`config.mk`:
```
export PLATFORM = sky130hd
export DESIGN_NAME = fcmp_jres_flat
export DESIGN_NICKNAME = d
export VERILOG_FILES = /design/src/rtl/fcmp_jres_if.sv /design/src/rtl/fcmp_jres.sv /design/src/flat_wrapper.sv
export SDC_FILE = /design/constraint.sdc
export NUM_CORES = 1
export LEC_CHECK = 0
export ABC_AREA = 1
export ABC_CLOCK_PERIOD_IN_PS = 5680
export CAP_MARGIN = 30
export CORE_UTILIZATION = 50
export CTS_CLUSTER_DIAMETER = 30
export CTS_CLUSTER_SIZE = 28
export DETAILED_ROUTE_END_ITERATION = 7
export MAX_ROUTING_LAYER = met4
export PLACE_DENSITY = 0.81
export SYNTH_ARGS = -nofsm -noshare
export SYNTH_HDL_FRONTEND = slang
export SYNTH_SLANG_ARGS = --single-unit
```
`constraint.sdc`:
```
create_clock -name clk -period 5.68 [get_ports clk]
set_clock_uncertainty 0.15 [all_clocks]
set_input_delay 1.136 -clock clk [delete_from_list [all_inputs] [get_ports clk]]
set_output_delay 1.136 -clock clk [all_outputs]
set_load 0.02 [all_outputs]
```
`src/rtl/fcmp_jres_if.sv`:
```
// Handshake bundle between the FP compare unit, the jump-resolve queue and its consumer.
// The master side produces compare results and consumes resolved entries; the slave is the queue.
interface fcmp_jres_if;
    logic        in_vld;
    logic        in_rdy;
    logic [5:0]  in_flags;
    logic [4:0]  in_jtype;
    logic [8:0]  in_tag;
    logic        in_pred;
    logic        in_vec;
    logic [67:0] in_pkd;
    logic        flush;
    logic        out_vld;
    logic        out_rdy;
    logic [8:0]  out_tag;
    logic        out_taken;
    logic        out_mispred;
    logic        out_vec;
    logic [1:0]  out_mask;
    logic [1:0]  out_vtype;
    logic        out_err;

    modport master (
        output in_vld, in_flags, in_jtype, in_tag, in_pred, in_vec, in_pkd, flush, out_rdy,
        input  in_rdy, out_vld, out_tag, out_taken, out_mispred, out_vec, out_mask, out_vtype, out_err
    );

    modport slave (
        input  in_vld, in_flags, in_jtype, in_tag, in_pred, in_vec, in_pkd, flush, out_rdy,
        output in_rdy, out_vld, out_tag, out_taken, out_mispred, out_vec, out_mask, out_vtype, out_err
    );
endinterface

```
`src/rtl/fcmp_jres.sv`:
```
// Jump-resolve queue: turns FP compare flags into branch outcomes (or vector masks) at enqueue
// and delivers them in order from a registered head with a DEPTH-entry FIFO behind it.
module fcmp_jres #(
    parameter int DEPTH = 4
) (
    input logic        clk,
    input logic        rst,
    fcmp_jres_if.slave bus
);
    localparam int AW = $clog2(DEPTH);
    localparam int CW = AW + 1;
    localparam logic [CW-1:0] FULL = CW'(DEPTH);

    typedef struct packed {
        logic [8:0] tag;
        logic       taken;
        logic       mispred;
        logic       vec;
        logic [1:0] mask;
        logic [1:0] vtype;
        logic       err;
    } ent_t;

    // Codes 12..31 fall through to 0; the malformed flag is raised separately.
    function automatic logic cond_eval(input logic [4:0] jtype, input logic [5:0] flags);
        logic c, s, z, u;
        c = flags[5];
        s = flags[2];
        z = flags[1];
        u = flags[0];
        case (jtype)
            5'd0:    return z;
            5'd1:    return ~z;
            5'd2:    return c;
            5'd3:    return ~c;
            5'd4:    return c | z;
            5'd5:    return ~c & ~z;
            5'd6:    return s;
            5'd7:    return ~s;
            5'd8:    return u;
            5'd9:    return ~u;
            5'd10:   return 1'b1;
            default: return 1'b0;
        endcase
    endfunction

    function automatic ent_t resolve(input logic [5:0] flags, input logic [4:0] jtype,
                                     input logic [8:0] tag, input logic pred,
                                     input logic vec, input logic [67:0] pkd);
        ent_t        e;
        logic [32:0] lo;
        logic [32:0] hi;
        lo    = pkd[32:0];
        hi    = pkd[65:33];
        e     = '0;
        e.tag = tag;
        e.vec = vec;
        if (vec) begin
            // Each vector half must be a uniform lane mask (all zeros or all ones).
            e.mask  = {hi[0], lo[0]};
            e.vtype = pkd[67:66];
            e.err   = ~((&lo) | ~(|lo)) | ~((&hi) | ~(|hi));
        end else begin
            e.taken   = cond_eval(jtype, flags);
            e.mispred = e.taken ^ pred;
            e.err     = (jtype >= 5'd12) | (|flags[4:3]);
        end
        return e;
    endfunction

    ent_t          mem [DEPTH];
    ent_t          ent_p0;
    ent_t          head_p0;
    ent_t          ent_p1;
    logic [AW-1:0] rd_ptr, wr_ptr, rd_nxt, wr_nxt;
    logic [CW-1:0] cnt, cnt_nxt;
    logic          rdy_q;
    logic          vld_p1;
    logic          push;
    logic          pop;

    assign push = bus.in_vld & rdy_q & ~bus.flush;
    assign pop  = vld_p1 & bus.out_rdy & ~bus.flush;

    // Stage 0: resolve the incoming compare result
    always_comb ent_p0 = resolve(bus.in_flags, bus.in_jtype, bus.in_tag, bus.in_pred,
                                 bus.in_vec, bus.in_pkd);

    always_comb begin
        rd_nxt  = rd_ptr;
        wr_nxt  = wr_ptr;
        cnt_nxt = cnt;
        if (bus.flush) begin
            rd_nxt  = '0;
            wr_nxt  = '0;
            cnt_nxt = '0;
        end else begin
            if (push) wr_nxt = wr_ptr + AW'(1);
            if (pop)  rd_nxt = rd_ptr + AW'(1);
            cnt_nxt = cnt + CW'(push) - CW'(pop);
        end
    end

    // Next head: the entry being pushed when nothing else remains queued ahead of it.
    always_comb begin
        head_p0 = '0;
        if (cnt_nxt != '0)
            head_p0 = (push && (cnt == CW'(pop))) ? ent_p0 : mem[rd_nxt];
    end

    always_ff @(posedge clk) begin
        if (push) mem[wr_ptr] <= ent_p0;
    end

    // Stage 1: registered queue state and head outputs
    always_ff @(posedge clk or negedge rst) begin
        if (!rst) begin
            rd_ptr <= '0;
            wr_ptr <= '0;
            cnt    <= '0;
            rdy_q  <= 1'b0;
            vld_p1 <= 1'b0;
            ent_p1 <= '0;
        end else begin
            rd_ptr <= rd_nxt;
            wr_ptr <= wr_nxt;
            cnt    <= cnt_nxt;
            rdy_q  <= (cnt_nxt < FULL);
            vld_p1 <= (cnt_nxt != '0);
            ent_p1 <= head_p0;
        end
    end

    assign bus.in_rdy      = rdy_q;
    assign bus.out_vld     = vld_p1;
    assign bus.out_tag     = ent_p1.tag;
    assign bus.out_taken   = ent_p1.taken;
    assign bus.out_mispred = ent_p1.mispred;
    assign bus.out_vec     = ent_p1.vec;
    assign bus.out_mask    = ent_p1.mask;
    assign bus.out_vtype   = ent_p1.vtype;
    assign bus.out_err     = ent_p1.err;
endmodule

```
`src/flat_wrapper.sv`:
```
// flat-port wrapper written by rule: the top's interface ports become plain ports
module fcmp_jres_flat 
#(
    parameter int DEPTH = 4
)
  (clk, rst, bus_in_vld, bus_in_flags, bus_in_jtype, bus_in_tag, bus_in_pred, bus_in_vec, bus_in_pkd, bus_flush, bus_out_rdy, bus_in_rdy, bus_out_vld, bus_out_tag, bus_out_taken, bus_out_mispred, bus_out_vec, bus_out_mask, bus_out_vtype, bus_out_err);
  fcmp_jres_if bus_i ();
  input logic clk;
  input logic rst;
  input wire logic [$bits(bus_i.in_vld)-1:0] bus_in_vld;
  input wire logic [$bits(bus_i.in_flags)-1:0] bus_in_flags;
  input wire logic [$bits(bus_i.in_jtype)-1:0] bus_in_jtype;
  input wire logic [$bits(bus_i.in_tag)-1:0] bus_in_tag;
  input wire logic [$bits(bus_i.in_pred)-1:0] bus_in_pred;
  input wire logic [$bits(bus_i.in_vec)-1:0] bus_in_vec;
  input wire logic [$bits(bus_i.in_pkd)-1:0] bus_in_pkd;
  input wire logic [$bits(bus_i.flush)-1:0] bus_flush;
  input wire logic [$bits(bus_i.out_rdy)-1:0] bus_out_rdy;
  output wire logic [$bits(bus_i.in_rdy)-1:0] bus_in_rdy;
  output wire logic [$bits(bus_i.out_vld)-1:0] bus_out_vld;
  output wire logic [$bits(bus_i.out_tag)-1:0] bus_out_tag;
  output wire logic [$bits(bus_i.out_taken)-1:0] bus_out_taken;
  output wire logic [$bits(bus_i.out_mispred)-1:0] bus_out_mispred;
  output wire logic [$bits(bus_i.out_vec)-1:0] bus_out_vec;
  output wire logic [$bits(bus_i.out_mask)-1:0] bus_out_mask;
  output wire logic [$bits(bus_i.out_vtype)-1:0] bus_out_vtype;
  output wire logic [$bits(bus_i.out_err)-1:0] bus_out_err;
  assign bus_i.in_vld = bus_in_vld;
  assign bus_i.in_flags = bus_in_flags;
  assign bus_i.in_jtype = bus_in_jtype;
  assign bus_i.in_tag = bus_in_tag;
  assign bus_i.in_pred = bus_in_pred;
  assign bus_i.in_vec = bus_in_vec;
  assign bus_i.in_pkd = bus_in_pkd;
  assign bus_i.flush = bus_flush;
  assign bus_i.out_rdy = bus_out_rdy;
  assign bus_in_rdy = bus_i.in_rdy;
  assign bus_out_vld = bus_i.out_vld;
  assign bus_out_tag = bus_i.out_tag;
  assign bus_out_taken = bus_i.out_taken;
  assign bus_out_mispred = bus_i.out_mispred;
  assign bus_out_vec = bus_i.out_vec;
  assign bus_out_mask = bus_i.out_mask;
  assign bus_out_vtype = bus_i.out_vtype;
  assign bus_out_err = bus_i.out_err;
  fcmp_jres #(.DEPTH(DEPTH)) u_core (.clk(clk), .rst(rst), .bus(bus_i));
endmodule
```
==> results.md <==
- Xor/xnor cell area share of the yosys netlist: 0.00189
- HP Class: flip-flop to flip-flop
- Core ar.: 0.00885 mm²
- Drt pass-1 iters: 7
- WHS: 0.413 ns
- CP required: 5.78 ns
- Fin nets: 734
- CTS buffer count: 9
- Postcts setup bufs: 0
- Largest family of logic cells by synthesized area: simple AND/OR/NAND/NOR gates
- CTS Root Cell: clkbuf_8
- Initial detailed-routing violation count: 158
- CP startpoint kind: input pin
- Final setup vio count: 0
- Area growth from synthesis to final layout: 30.9%
- Critical path class: input pin to flip-flop
- Internal Power: 1.35 mW
- Hold_buf cts: 0
- Final critical-path required period: 3.75 ns
- Seq pwr share: 0.440
- Post-DRT Antenna Nets: 0
- Top cell by count, worst path: inv_1
- Post-DP HPWL: 7320 µm
- Setup TNS: 0 ns
- Most used routing layer: met2
- Post-cts sizing count: 0
- Hold path endpoint: u_core.bus.out_vec
- Logic gate share of total power: 0.327
- Synth async-reset ratio: 0.277
- Ys flop type: edfxtp_1
- CP max-delay cell: clkdlybuf4s50_1
- Chip Height: 98.2 µm
- Cell total after placement: 729
- Starting Density: 0.523
- # IOs: 114
- Clock latency on the worst-skew pair: 0.36 ns
- Pwr Total: 1.98 mW
- EDFF count, synth: 68
- Seq/Total Area, Yosys: 0.582
- Slew headroom: 0.492
- Die Area: 0.00965 mm²
- Leak Pwr: 2.60 nW
- Fin. Hold Viols: 0
- CP peak stage delay: 0.58 ns
- Syn nets: 617
- Clk network pwr share: 0.233
- Largest net degree at the start of global routing: 37
- End of the worst register-to-register path: u_core.bus.out_mask[0]
- Mux contribution to synthesized area: 0
- Outcome: finished with violations
- Die X: 98.2 µm
- Layout cell share with drive strength beyond 1: 0.0519
- Vias/cell: 5.07
- Post-Synth Adder-Cell Area: 0.0205
- Synth top area cells: edfxtp_1 (44%), dfrtp_1 (14%), nand2_1 (9.2%)
- Synth area leader: edfxtp_1
- RSZ-0062 raised after global routing: no
- Layout Cells excl Fill: 744
- Top cell type's share of synthesized area: 0.441
- Met3 usage: 0.0437
- Placement row count: 34
- CP Buf/Inv Count: 5
- Final period utilization: 0.660
- Reg2Reg Launch Point: u_core.bus.out_vld
- Critical Path End Type: flip-flop
- Layout fillers: 667
- CP top delay family: buffers and inverters
- Synthesized area: 0.00463 mm²
- Pwr/cell area: 326 mW/mm²
- Hold Path Stages: 4
- Cell depth of the worst flop-to-flop path: 14
- Distinct cells, synth: 29
- Average size of a mapped cell: 8.99 µm²
- Net Sw Power: 0.629 mW
- Clock buffer depth: 2
- Post-route cell area: 0.00606 mm²
- Clock sink count: 94
- Number of global-route vias before repair: 3818
- Met2 Track Usage GR: 0.424
- R2R Setup Slk: 2.90 ns
- IO Port Bufs: 113
- Synth Register Bits: 94
- CP Cell Sequence: clkdlybuf4s50_1 > nor2_4 > ha_1 > inv_1 > ha_1 > inv_1 > fa_1 > a21o_1 > nand3_1 > nand2_1 > inv_2 > a21oi_1 > nand2_1 > inv_1
- GPL Wtd Cong: 0.882
- Failing checks: DRC
- Net Sw Frac: 0.318
- Dpl cell area: 0.00585 mm²
- Max Cap Violations: 0
- Min-delay src: u_core.mem[3][5]
- CTS tree: built
- CP arrival: 3.85 ns
- First-pass GRT wire length: 16700 µm
- Worst-path clk slew: 0.08 ns
- Count of pins over their slew limit: 0
- Synthesis warning total: 0
- DR vias: 3775
- Final wirelength: 10400 µm
- Gr usage total: 0.234
- Post-synthesis compound-gate area fraction: 0.0530
- CTS H-tree depth: 3
- Simple-gate share of the synthesized area: 0.261
- Max FO, Critical Path: 14
- Worst IR Drop VDD: 145 µV
- Cells after Synth: 515
- FMAX: 0.267 GHz
- Residual DRC: 1
- Global route overflow: 0
- WL/cell: 14.0 µm
- Initial antenna violation count: 0
- Antenna cells: 0
- Worst Max-Slew Pin Slew: 0.760 ns
- Met1 global-route usage: 0.252
-- cell usage in the layout (no fill, tap or decap), types with 3 or more instances in the layout --
| cell type | count |
|---|---|
| edfxtp_1 | 68 |
| dfrtp_1 | 26 |
| buf_4 | 5 |
| nor2_4 | 3 |
| clkdlybuf4s50_1 | 113 |
| nand4_1 | 5 |
| inv_1 | 72 |
| o211ai_1 | 15 |
| clkbuf_8 | 9 |
| a21oi_1 | 8 |
| nand2_2 | 3 |
| ha_1 | 6 |
| o21ai_0 | 3 |
| nand3_1 | 39 |
| nor2_1 | 113 |
| nand2_1 | 114 |
| o21ai_1 | 14 |
-- Yosys cell counts, types with 5 or more instances --
cell type  count
nor2_1       113
nand2_1      114
o211ai_1      15
inv_1         72
dfrtp_1       26
ha_1           6
buf_6          5
o21ai_1       14
nand4_1        5
nand3_1       39
a21oi_1        8
edfxtp_1      68
-- layout make-up --
type	count	area (µm²)	share of cell area
clock inverters	4	72.6	0.0120
multi-input cells	334	1560	0.257
repair buffers	119	1190	0.196
flip-flops and latches	94	2690	0.445
clock buffers	11	131	0.0217
well taps	108	135	0.0223
inverters	74	278	0.0459
-- worst min-delay path, cell delays in order, from the launching register on --
cell      delay [ns]
edfxtp_1        0.32
o21ai_1         0.07
nand3_1         0.06
nand2_1         0.04
inv_1           0.04
-- sequential cells by signal, summed over array words and instances (netlist names) --
register,count
u_core.bus.out_err,1
u_core.bus.out_vld,1
u_core.bus.out_taken,1
u_core.rd_ptr,2
u_core.bus.out_mask,2
u_core.wr_ptr,2
u_core.bus.in_rdy,1
u_core.cnt,3
u_core.bus.out_vtype,2
u_core.bus.out_vec,1
u_core.mem,68
u_core.bus.out_mispred,1
u_core.bus.out_tag,9
-- stage by stage --
step,util,setup slack (ns)
3_5_place_dp,0.661,1.58
4_1_cts,0.685,1.94
3_3_place_gp,0.659,1.73
5_1_grt,0.685,1.75
2_1_floorplan,-,2.40
6_report,0.685,1.93
-- per-layer routing --
| layer | vias up | routed length, µm |
|---|---|---|
| li1 | 1890 | - |
| met1 | 1736 | 4220 |
| met2 | 132 | 5470 |
| met3 | 17 | 540 |
| met4 | 0 | 161 |
| met5 | - | 0 |
-- worst max-delay path by stage --
stage | from | end | slack (ns) | cells past startpoint
global placement | bus_flush | u_core.bus.out_mask[1] | 1.73 | 14
floorplan | bus_out_rdy | u_core.bus.out_vec | 2.40 | 15
CTS | bus_flush | u_core.bus.out_mask[0] | 1.94 | 14
global route | bus_flush | u_core.bus.out_tag[3] | 1.75 | 14
detailed placement | bus_flush | u_core.bus.out_tag[7] | 1.58 | 14
finish | bus_flush | u_core.bus.out_mask[0] | 1.93 | 14
-- power groups by stage --
stage / clock (mW) / combinational, mW / sequential [mW]
after detailed placement: 0 / 0.642 / 0.885
after CTS: 0.464 / 0.646 / 0.870
after global routing: 0.496 / 0.714 / 0.876
final: 0.461 / 0.645 / 0.869
after floorplan: 0 / 0.329 / 0.936
after global placement: 0 / 0.613 / 0.883
-- cells by family after synthesis --
family,Yosys count
and+or+nand+nor,285
DFF,94
buffers and inverters,87
AOI/OAI and AO/OA,41
adders and majority gates,7
xor gates and xnor gates,1
No activity file was read; power rests on OpenSTA's default activity.
